==> config.mk <==
export PLATFORM = sky130hd
export DESIGN_NAME = qdr_multiport_arbiter
export DESIGN_NICKNAME = d
export VERILOG_FILES = /design/src/rtl/qdr_arb_pkg.sv /design/src/rtl/qdr_tag_fifo.sv /design/src/rtl/qdr_multiport_arbiter.sv
export SDC_FILE = /design/constraint.sdc
export NUM_CORES = 1
export LEC_CHECK = 0
export BUFFER_PORTS_ARGS = -buffer_cell sky130_fd_sc_hd__buf_2
export CAP_MARGIN = 20
export CORE_AREA = 2 2 158 160
export CTS_BUF_LIST = sky130_fd_sc_hd__clkbuf_4
export DETAILED_ROUTE_END_ITERATION = 16
export DIE_AREA = 0 0 160 162
export GPL_TIMING_DRIVEN = 0
export REMOVE_ABC_BUFFERS = 1
export SLEW_MARGIN = 20
export SYNTH_ARGS = -nofsm -noshare
export SYNTH_HDL_FRONTEND = slang
export SYNTH_SLANG_ARGS = --single-unit
==> constraint.sdc <==
create_clock -name clk0 -period 26.2 [get_ports clk0]
set_clock_uncertainty 0.05 [all_clocks]
set_input_delay 6.55 -clock clk0 [delete_from_list [all_inputs] [get_ports clk0]]
set_output_delay 6.55 -clock clk0 [all_outputs]
set_load 0.05 [all_outputs]
==> src/rtl/qdr_arb_pkg.sv <==
// Shared types, widths and helpers for the QDR multiport arbiter.
package qdr_arb_pkg;

    localparam int unsigned DEF_DATA_W = 36;
    localparam int unsigned DEF_ADDR_W = 22;
    localparam int unsigned DEF_BE_W   = 4;
    localparam int unsigned MAX_PORTS  = 8;

    localparam logic CMD_WR = 1'b0;
    localparam logic CMD_RD = 1'b1;

    function automatic int unsigned clog2(input int unsigned v);
        int unsigned r;
        r = 0;
        for (int i = 0; i < 32; i++) begin
            if ((64'd1 << i) < 64'(v)) r = 32'(i + 1);
        end
        return r;
    endfunction

    localparam int unsigned PORT_IDX_W = clog2(MAX_PORTS);
    typedef logic [PORT_IDX_W-1:0] port_idx_t;

endpackage

==> src/rtl/qdr_tag_fifo.sv <==
// In-order FIFO of issuing port indices for outstanding reads; flush empties it in one cycle.
module qdr_tag_fifo
    import qdr_arb_pkg::*;
#(
    parameter int unsigned DEPTH = 16
) (
    input  logic                   clk,
    input  logic                   rst_n,
    input  logic                   i_push,
    input  port_idx_t              i_push_idx,
    input  logic                   i_pop,
    input  logic                   i_flush,
    output port_idx_t              o_head_c,
    output logic                   o_full_c,
    output logic                   o_empty_c,
    output logic [clog2(DEPTH):0]  o_count
);

    localparam int unsigned PW = clog2(DEPTH);
    localparam int unsigned CW = PW + 1;

    port_idx_t       r_mem [DEPTH];
    logic [PW-1:0]   r_wr_ptr;
    logic [PW-1:0]   r_rd_ptr;
    logic            w_push_ok;
    logic            w_pop_ok;

    assign o_full_c  = (o_count == CW'(DEPTH));
    assign o_empty_c = (o_count == '0);
    assign o_head_c  = r_mem[r_rd_ptr];
    assign w_pop_ok  = i_pop && !o_empty_c;
    assign w_push_ok = i_push && (!o_full_c || w_pop_ok);

    always_ff @(posedge clk or negedge rst_n) begin
        if (!rst_n) begin
            r_wr_ptr <= '0;
            r_rd_ptr <= '0;
            o_count  <= '0;
        end else if (i_flush) begin
            r_wr_ptr <= '0;
            r_rd_ptr <= '0;
            o_count  <= '0;
        end else begin
            if (w_push_ok) r_wr_ptr <= r_wr_ptr + PW'(1);
            if (w_pop_ok)  r_rd_ptr <= r_rd_ptr + PW'(1);
            if (w_push_ok && !w_pop_ok)      o_count <= o_count + CW'(1);
            else if (w_pop_ok && !w_push_ok) o_count <= o_count - CW'(1);
        end
    end

    // Storage needs no reset: entries are only read once pushed.
    always_ff @(posedge clk) begin
        if (w_push_ok && !i_flush) r_mem[r_wr_ptr] <= i_push_idx;
    end

endmodule

==> src/rtl/qdr_multiport_arbiter.sv <==
// Round-robin arbiter sharing one QDR controller user port among NUM_PORTS clients.
// Optional read-return timeout with flush and err_timeout: define QDR_ARB_RD_TIMEOUT_EN.
module qdr_multiport_arbiter
    import qdr_arb_pkg::*;
#(
    parameter int unsigned NUM_PORTS  = 4,
    parameter int unsigned ADDR_WIDTH = DEF_ADDR_W,
    parameter int unsigned DATA_WIDTH = DEF_DATA_W,
    parameter int unsigned BE_WIDTH   = DEF_BE_W,
    parameter int unsigned TAG_DEPTH  = 16,
    parameter int unsigned RD_TIMEOUT = 255
) (
    input  logic                            clk0,
    input  logic                            reset_n,
    input  logic                            phy_rdy,
    input  logic [NUM_PORTS-1:0]            p_req,
    input  logic [NUM_PORTS-1:0]            p_rnw,
    input  logic [NUM_PORTS*ADDR_WIDTH-1:0] p_addr,
    input  logic [NUM_PORTS*DATA_WIDTH-1:0] p_wr_data,
    input  logic [NUM_PORTS*BE_WIDTH-1:0]   p_wr_be,
    output logic [NUM_PORTS-1:0]            p_ack,
    output logic [DATA_WIDTH-1:0]           p_rd_data,
    output logic [NUM_PORTS-1:0]            p_rd_dvld,
    output logic [ADDR_WIDTH-1:0]           usr_addr,
    output logic                            usr_wr_strb,
    output logic [DATA_WIDTH-1:0]           usr_wr_data,
    output logic [BE_WIDTH-1:0]             usr_wr_be,
    output logic                            usr_rd_strb,
    input  logic [DATA_WIDTH-1:0]           usr_rd_data,
    input  logic                            usr_rd_dvld,
    output logic [clog2(TAG_DEPTH):0]       rd_outstanding,
    output logic                            err_underflow
`ifdef QDR_ARB_RD_TIMEOUT_EN
    ,
    output logic                            err_timeout
`endif
);

    localparam int unsigned CW  = clog2(TAG_DEPTH) + 1;
    localparam int unsigned CW1 = CW + 1;

    if (NUM_PORTS < 2 || NUM_PORTS > MAX_PORTS) begin : g_bad_ports
        $error("NUM_PORTS must be 2..8");
    end
    if (TAG_DEPTH < 2 || (TAG_DEPTH & (TAG_DEPTH - 1)) != 0) begin : g_bad_depth
        $error("TAG_DEPTH must be a power of 2, at least 2");
    end
    if (RD_TIMEOUT == 0) begin : g_bad_timeout
        $error("RD_TIMEOUT must be nonzero");
    end

    port_idx_t                r_ptr;
    port_idx_t                r_iss_idx;
    logic [NUM_PORTS-1:0]     w_elig;
    logic [NUM_PORTS-1:0]     w_ack;
    logic [NUM_PORTS-1:0]     w_head_oh;
    logic                     w_gnt_vld;
    port_idx_t                w_gnt_idx;
    int unsigned              w_best;
    int unsigned              w_dist;
    logic                     w_sel_rnw;
    logic [ADDR_WIDTH-1:0]    w_sel_addr;
    logic [DATA_WIDTH-1:0]    w_sel_data;
    logic [BE_WIDTH-1:0]      w_sel_be;
    logic                     w_rd_block;
    logic                     w_full;
    logic                     w_empty;
    logic                     w_pop;
    logic                     w_flush;
    port_idx_t                w_head;

    // A registered read not yet pushed still consumes a tag slot.
    assign w_rd_block = ({1'b0, rd_outstanding} + CW1'(usr_rd_strb)) >= CW1'(TAG_DEPTH);
    assign w_elig     = p_req & {NUM_PORTS{phy_rdy}} & (~p_rnw | {NUM_PORTS{~w_rd_block}});
    assign w_pop      = usr_rd_dvld && !w_empty;
    assign p_ack      = w_ack;

    // Grant the eligible port nearest at-or-after the RR pointer, then mux its command.
    always_comb begin
        w_gnt_vld  = 1'b0;
        w_gnt_idx  = '0;
        w_best     = NUM_PORTS;
        w_dist     = 0;
        w_ack      = '0;
        w_sel_rnw  = CMD_WR;
        w_sel_addr = '0;
        w_sel_data = '0;
        w_sel_be   = '0;
        for (int i = 0; i < NUM_PORTS; i++) begin
            w_dist = (32'(i) + NUM_PORTS - 32'(r_ptr)) % NUM_PORTS;
            if (w_elig[i] && w_dist < w_best) begin
                w_best    = w_dist;
                w_gnt_vld = 1'b1;
                w_gnt_idx = port_idx_t'(i);
            end
        end
        for (int i = 0; i < NUM_PORTS; i++) begin
            if (w_gnt_vld && w_gnt_idx == port_idx_t'(i)) begin
                w_ack[i]   = 1'b1;
                w_sel_rnw  = p_rnw[i];
                w_sel_addr = p_addr[i*ADDR_WIDTH +: ADDR_WIDTH];
                w_sel_data = p_wr_data[i*DATA_WIDTH +: DATA_WIDTH];
                w_sel_be   = p_wr_be[i*BE_WIDTH +: BE_WIDTH];
            end
        end
    end

    always_comb begin
        w_head_oh = '0;
        for (int i = 0; i < NUM_PORTS; i++) begin
            w_head_oh[i] = (w_head == port_idx_t'(i));
        end
    end

    // Issue stage: command granted this cycle goes to the controller next cycle.
    always_ff @(posedge clk0 or negedge reset_n) begin
        if (!reset_n) begin
            r_ptr       <= '0;
            r_iss_idx   <= '0;
            usr_addr    <= '0;
            usr_wr_data <= '0;
            usr_wr_be   <= '0;
            usr_wr_strb <= 1'b0;
            usr_rd_strb <= 1'b0;
        end else begin
            usr_wr_strb <= w_gnt_vld && (w_sel_rnw == CMD_WR);
            usr_rd_strb <= w_gnt_vld && (w_sel_rnw == CMD_RD);
            if (w_gnt_vld) begin
                r_ptr       <= port_idx_t'((32'(w_gnt_idx) + 1) % NUM_PORTS);
                r_iss_idx   <= w_gnt_idx;
                usr_addr    <= w_sel_addr;
                usr_wr_data <= w_sel_data;
                usr_wr_be   <= w_sel_be;
            end
        end
    end

    // Return stage: route data to the oldest reader, flag returns with nothing outstanding.
    always_ff @(posedge clk0 or negedge reset_n) begin
        if (!reset_n) begin
            p_rd_dvld     <= '0;
            p_rd_data     <= '0;
            err_underflow <= 1'b0;
        end else begin
            p_rd_dvld <= w_pop ? w_head_oh : '0;
            if (w_pop) p_rd_data <= usr_rd_data;
            if (usr_rd_dvld && w_empty) err_underflow <= 1'b1;
        end
    end

`ifdef QDR_ARB_RD_TIMEOUT_EN
    localparam int unsigned TO_W = clog2(RD_TIMEOUT + 1);
    logic [TO_W-1:0] r_to_cnt;

    assign w_flush = (rd_outstanding != '0) && (r_to_cnt == TO_W'(RD_TIMEOUT));

    // Age of the oldest outstanding read; restarts on every return.
    always_ff @(posedge clk0 or negedge reset_n) begin
        if (!reset_n) begin
            r_to_cnt    <= '0;
            err_timeout <= 1'b0;
        end else begin
            if (rd_outstanding == '0 || w_pop || w_flush) r_to_cnt <= '0;
            else                                          r_to_cnt <= r_to_cnt + TO_W'(1);
            if (w_flush) err_timeout <= 1'b1;
        end
    end
`else
    assign w_flush = 1'b0;
`endif

    qdr_tag_fifo #(
        .DEPTH (TAG_DEPTH)
    ) u_tag_fifo (
        .clk        (clk0),
        .rst_n      (reset_n),
        .i_push     (usr_rd_strb),
        .i_push_idx (r_iss_idx),
        .i_pop      (usr_rd_dvld),
        .i_flush    (w_flush),
        .o_head_c   (w_head),
        .o_full_c   (w_full),
        .o_empty_c  (w_empty),
        .o_count    (rd_outstanding)
    );

    logic w_unused;
    assign w_unused = w_full;

endmodule

==> results.yml <==
placed_design:
  gp_congestion: 0.8537
  port_buffers: 409
  hpwl_um: 22370
  place_ws_ns: 8.204
critical_path:
  r2r-start: "u_tag_fifo.o_count[0]"
  critPathCapture: "p_ack[1]"
  required_ns: 19.60
  worst-r2r-cell-count: 25
  crit_fanout: 61
  r2r_slack_ns: 19.17
  start_kind: "primary input"
  cp.arrival_ns: 11.40
  end_kind: "primary output"
  crit_type: "in2out"
  r2r_end: "usr_wr_data[34]"
  critPathLaunch: "phy_rdy"
yosys:
  netlist_instances: 860
  synth_top_area_cell: "dfrtp_1"
  ys_warn_count: 0
  async_flop_share_pct: 79.22
  netlist_top_cells_count: "nand2_1 (249), dfrtp_1 (122), nor2_1 (65)"
  synthDominantCellAreaShare_pct: 36.86
  synth_edf_count: 32
  yosysMostFrequentCell: "nand2_1"
  synthTopCellsByArea: "dfrtp_1 (37%), edfxtp_1 (12%), nand2_1 (11%), o211ai_2 (7.4%), a221oi_1 (6.5%)"
  synth_cell_types: 54
  synth_seq_area_share_pct: 48.47
  ys_ff_latch: 154
  synth_area_um2: 8282
  postSynthAreaPerCell_um2: 9.630
  synth_ff_type: "dfrtp_1"
timing:
  rsz0062_at_grt: "no"
  finalSetupViolCount: 0
  max_slew_margin_pct: 44.57
  setup_tns_ns: 0
  fmax_mhz: 55.56
  fin_ws_ns: 8.202
  whs_ns: 0.4274
  worstMarginPinSlew_ns: 0.8259
  final_max_slew_viol_count: 0
  hold_viol: 0
  timing.final.crit_share_pct: 68.70
  layout_min_cycle_time_ns: 18.00
clock_tree:
  htree_levels: 4
  cts_sinks: 154
  cts_buffer_depth: 2
  worstSkewPairLatency_ns: 0.52
  cts_setup_buffers: 0
  clk_pin_slew_worst_paths_ns: 0.15
  root_buffer: "clkbuf_4"
  cts_made_buffers: 17
  cts_tree: "done"
  cts_resized: 0
  cts_hold_buffers: 0
floorplanning:
  core-area_um2: 24110
  die_height_um: 162
  die_w_um: 160
  die-area_um2: 25920
  ios: 410
  start_util_pct: 34.36
  placementRows: 57
min_path:
  min_path_type: "reg2reg"
run_status:
  outcome: "finished clean"
detailed_routing:
  ant_nets: 0
  dr.max_layer_used: "met5"
  routed_via_density: 5.123
  met2WireLength_um: 14620
  drc: 0
  wl_per_cell_um: 18.77
  route.met3.wl_um: 1833
  wl_met1_um: 12360
  dr_total_vias: 8049
  drtPass1Iterations: 8
  drt_iter0_markers: 507
  routed_wl_um: 29490
global_routing:
  antenna_found_initial: 5
  grt.overflow.total: 0
  grt_max_degree: 79
  grt_pass1_vias: 7858
  grtUsageTotal_pct: 22.23
  grt_pass1_wl_um: 44770
power:
  p_leak_nw: 5.414
  p_per_area_nw_per_um2: 117.0
  p_total_mw: 1.299
  vdd_drop_max_v: 0.00004236
finish:
  multi_input_area_um2: 3979
  area_growth_pct: 34.01
  drive_above_1_share_pct: 42.56
  num-nets-final: 1540
  seqCellArea_um2: 4014
  fillerInstances: 2444
flow_run:
  drv_cap: 0
-- cell type report --
| class | instances | share of cell area, % |
|---|---|---|
| sequential | 154 | 36.17 |
| clock buffer | 18 | 1.218 |
| antenna | 4 | 0.09019 |
| timing repair buffer | 422 | 21.10 |
| inverter | 8 | 0.2819 |
| multi-input combinational | 627 | 35.85 |
| tap | 324 | 3.653 |
| clock inverter | 14 | 1.635 |
-- layer usage --
metal  GRT usage (%)  vias to the layer above
li1                -                     3826
met1           28.85                     3848
met2           37.37                      334
met3           4.418                       39
met4           7.494                        2
met5               0                        -
-- power breakdown --
part | internal [mW] | total (mW) | switching (mW)
Sequential | 0.329 | 0.390 | 0.0613
Combinational | 0.229 | 0.743 | 0.515
Clock | 0.0702 | 0.165 | 0.0952
-- worst max-delay path, stage by stage --
cell and delay [ns]:
buf_2 0.17, nand2_1 0.09, a21oi_1 0.35, mux2i_1 0.23, a32oi_1 0.09, ha_1 0.36, and4b_1 0.20, o221ai_1 0.12
a221o_1 0.42, nand2_1 0.22, nor2_1 0.06, a21o_1 0.15, ha_1 0.27, o211ai_1 0.08, a31o_2 0.25, a221o_4 0.46
nand2_4 0.13, inv_2 0.06, nor2_1 0.19, ha_4 0.24, buf_16 0.24, and2_1 0.17, buf_2 0.26
-- metrics by stage --
stage	utilization [%]	instance area, um2	cells
2_1_floorplan	-	7956	789
3_5_place_dp	44.68	10770	1535
3_3_place_gp	43.18	10410	1522
6_report	46.04	11100	1571
4_1_cts	46.00	11090	1567
5_1_grt	46.04	11100	1571
-- cell usage in the layout, fill, tap and decap left out, types with 3 or more instances in the layout --
cell type	synthesis	final
o21ai_0	8	7
edfxtp_1	32	32
inv_1	6	6
a222oi_1	3	3
ha_1	13	11
buf_16	0	7
o211ai_1	15	15
a21o_1	7	6
dfrtp_1	122	122
inv_6	0	6
diode_2	0	4
a221oi_1	61	61
bufinv_16	0	3
nand3_1	64	64
nand2_1	249	249
clkbuf_4	0	18
buf_2	5	408
nor2b_1	7	6
a21oi_1	9	9
mux4_2	10	10
buf_8	0	3
nor2_1	65	65
and2_1	19	19
xnor2_1	11	11
o211ai_2	49	49
-- registers in the layout (all words and copies together) (netlist names) --
register             cells
u_tag_fifo.o_count       5
usr_wr_be                4
usr_addr                22
u_tag_fifo.r_rd_ptr      4
p_rd_data               36
usr_wr_strb              1
u_tag_fifo.r_mem        32
err_underflow            1
usr_wr_data             36
p_rd_dvld                4
r_ptr                    2
usr_rd_strb              1
u_tag_fifo.r_wr_ptr      4
r_iss_idx                2
-- cell families (layout without fill, tap and decap cells) --
logic type | count (synthesis) | count (layout) | share of synthesized area [%]
multiplexers | 13 | 13 | 3.097
AND/OR/NAND/NOR | 419 | 419 | 21.41
XOR/XNOR | 12 | 12 | 1.269
buffers and inverters | 79 | 462 | 4.290
AO/OA/AOI/OAI | 169 | 169 | 19.26
flip-flops | 154 | 154 | 48.47
adder cells (fa/ha/maj) | 14 | 14 | 2.206
other | 0 | 4 | 0
-- worst min path at each step --
stage | depth (start not counted) | end | from
2_1_floorplan | 1 | u_tag_fifo.r_rd_ptr[3] | u_tag_fifo.r_rd_ptr[3]
3_3_place_gp | 1 | err_underflow | err_underflow
3_5_place_dp | 1 | err_underflow | err_underflow
4_1_cts | 1 | err_underflow | err_underflow
5_1_grt | 2 | p_rd_data[24] | p_rd_data[24]
6_report | 1 | err_underflow | err_underflow
No activity file was read; power rests on OpenSTA's default activity.
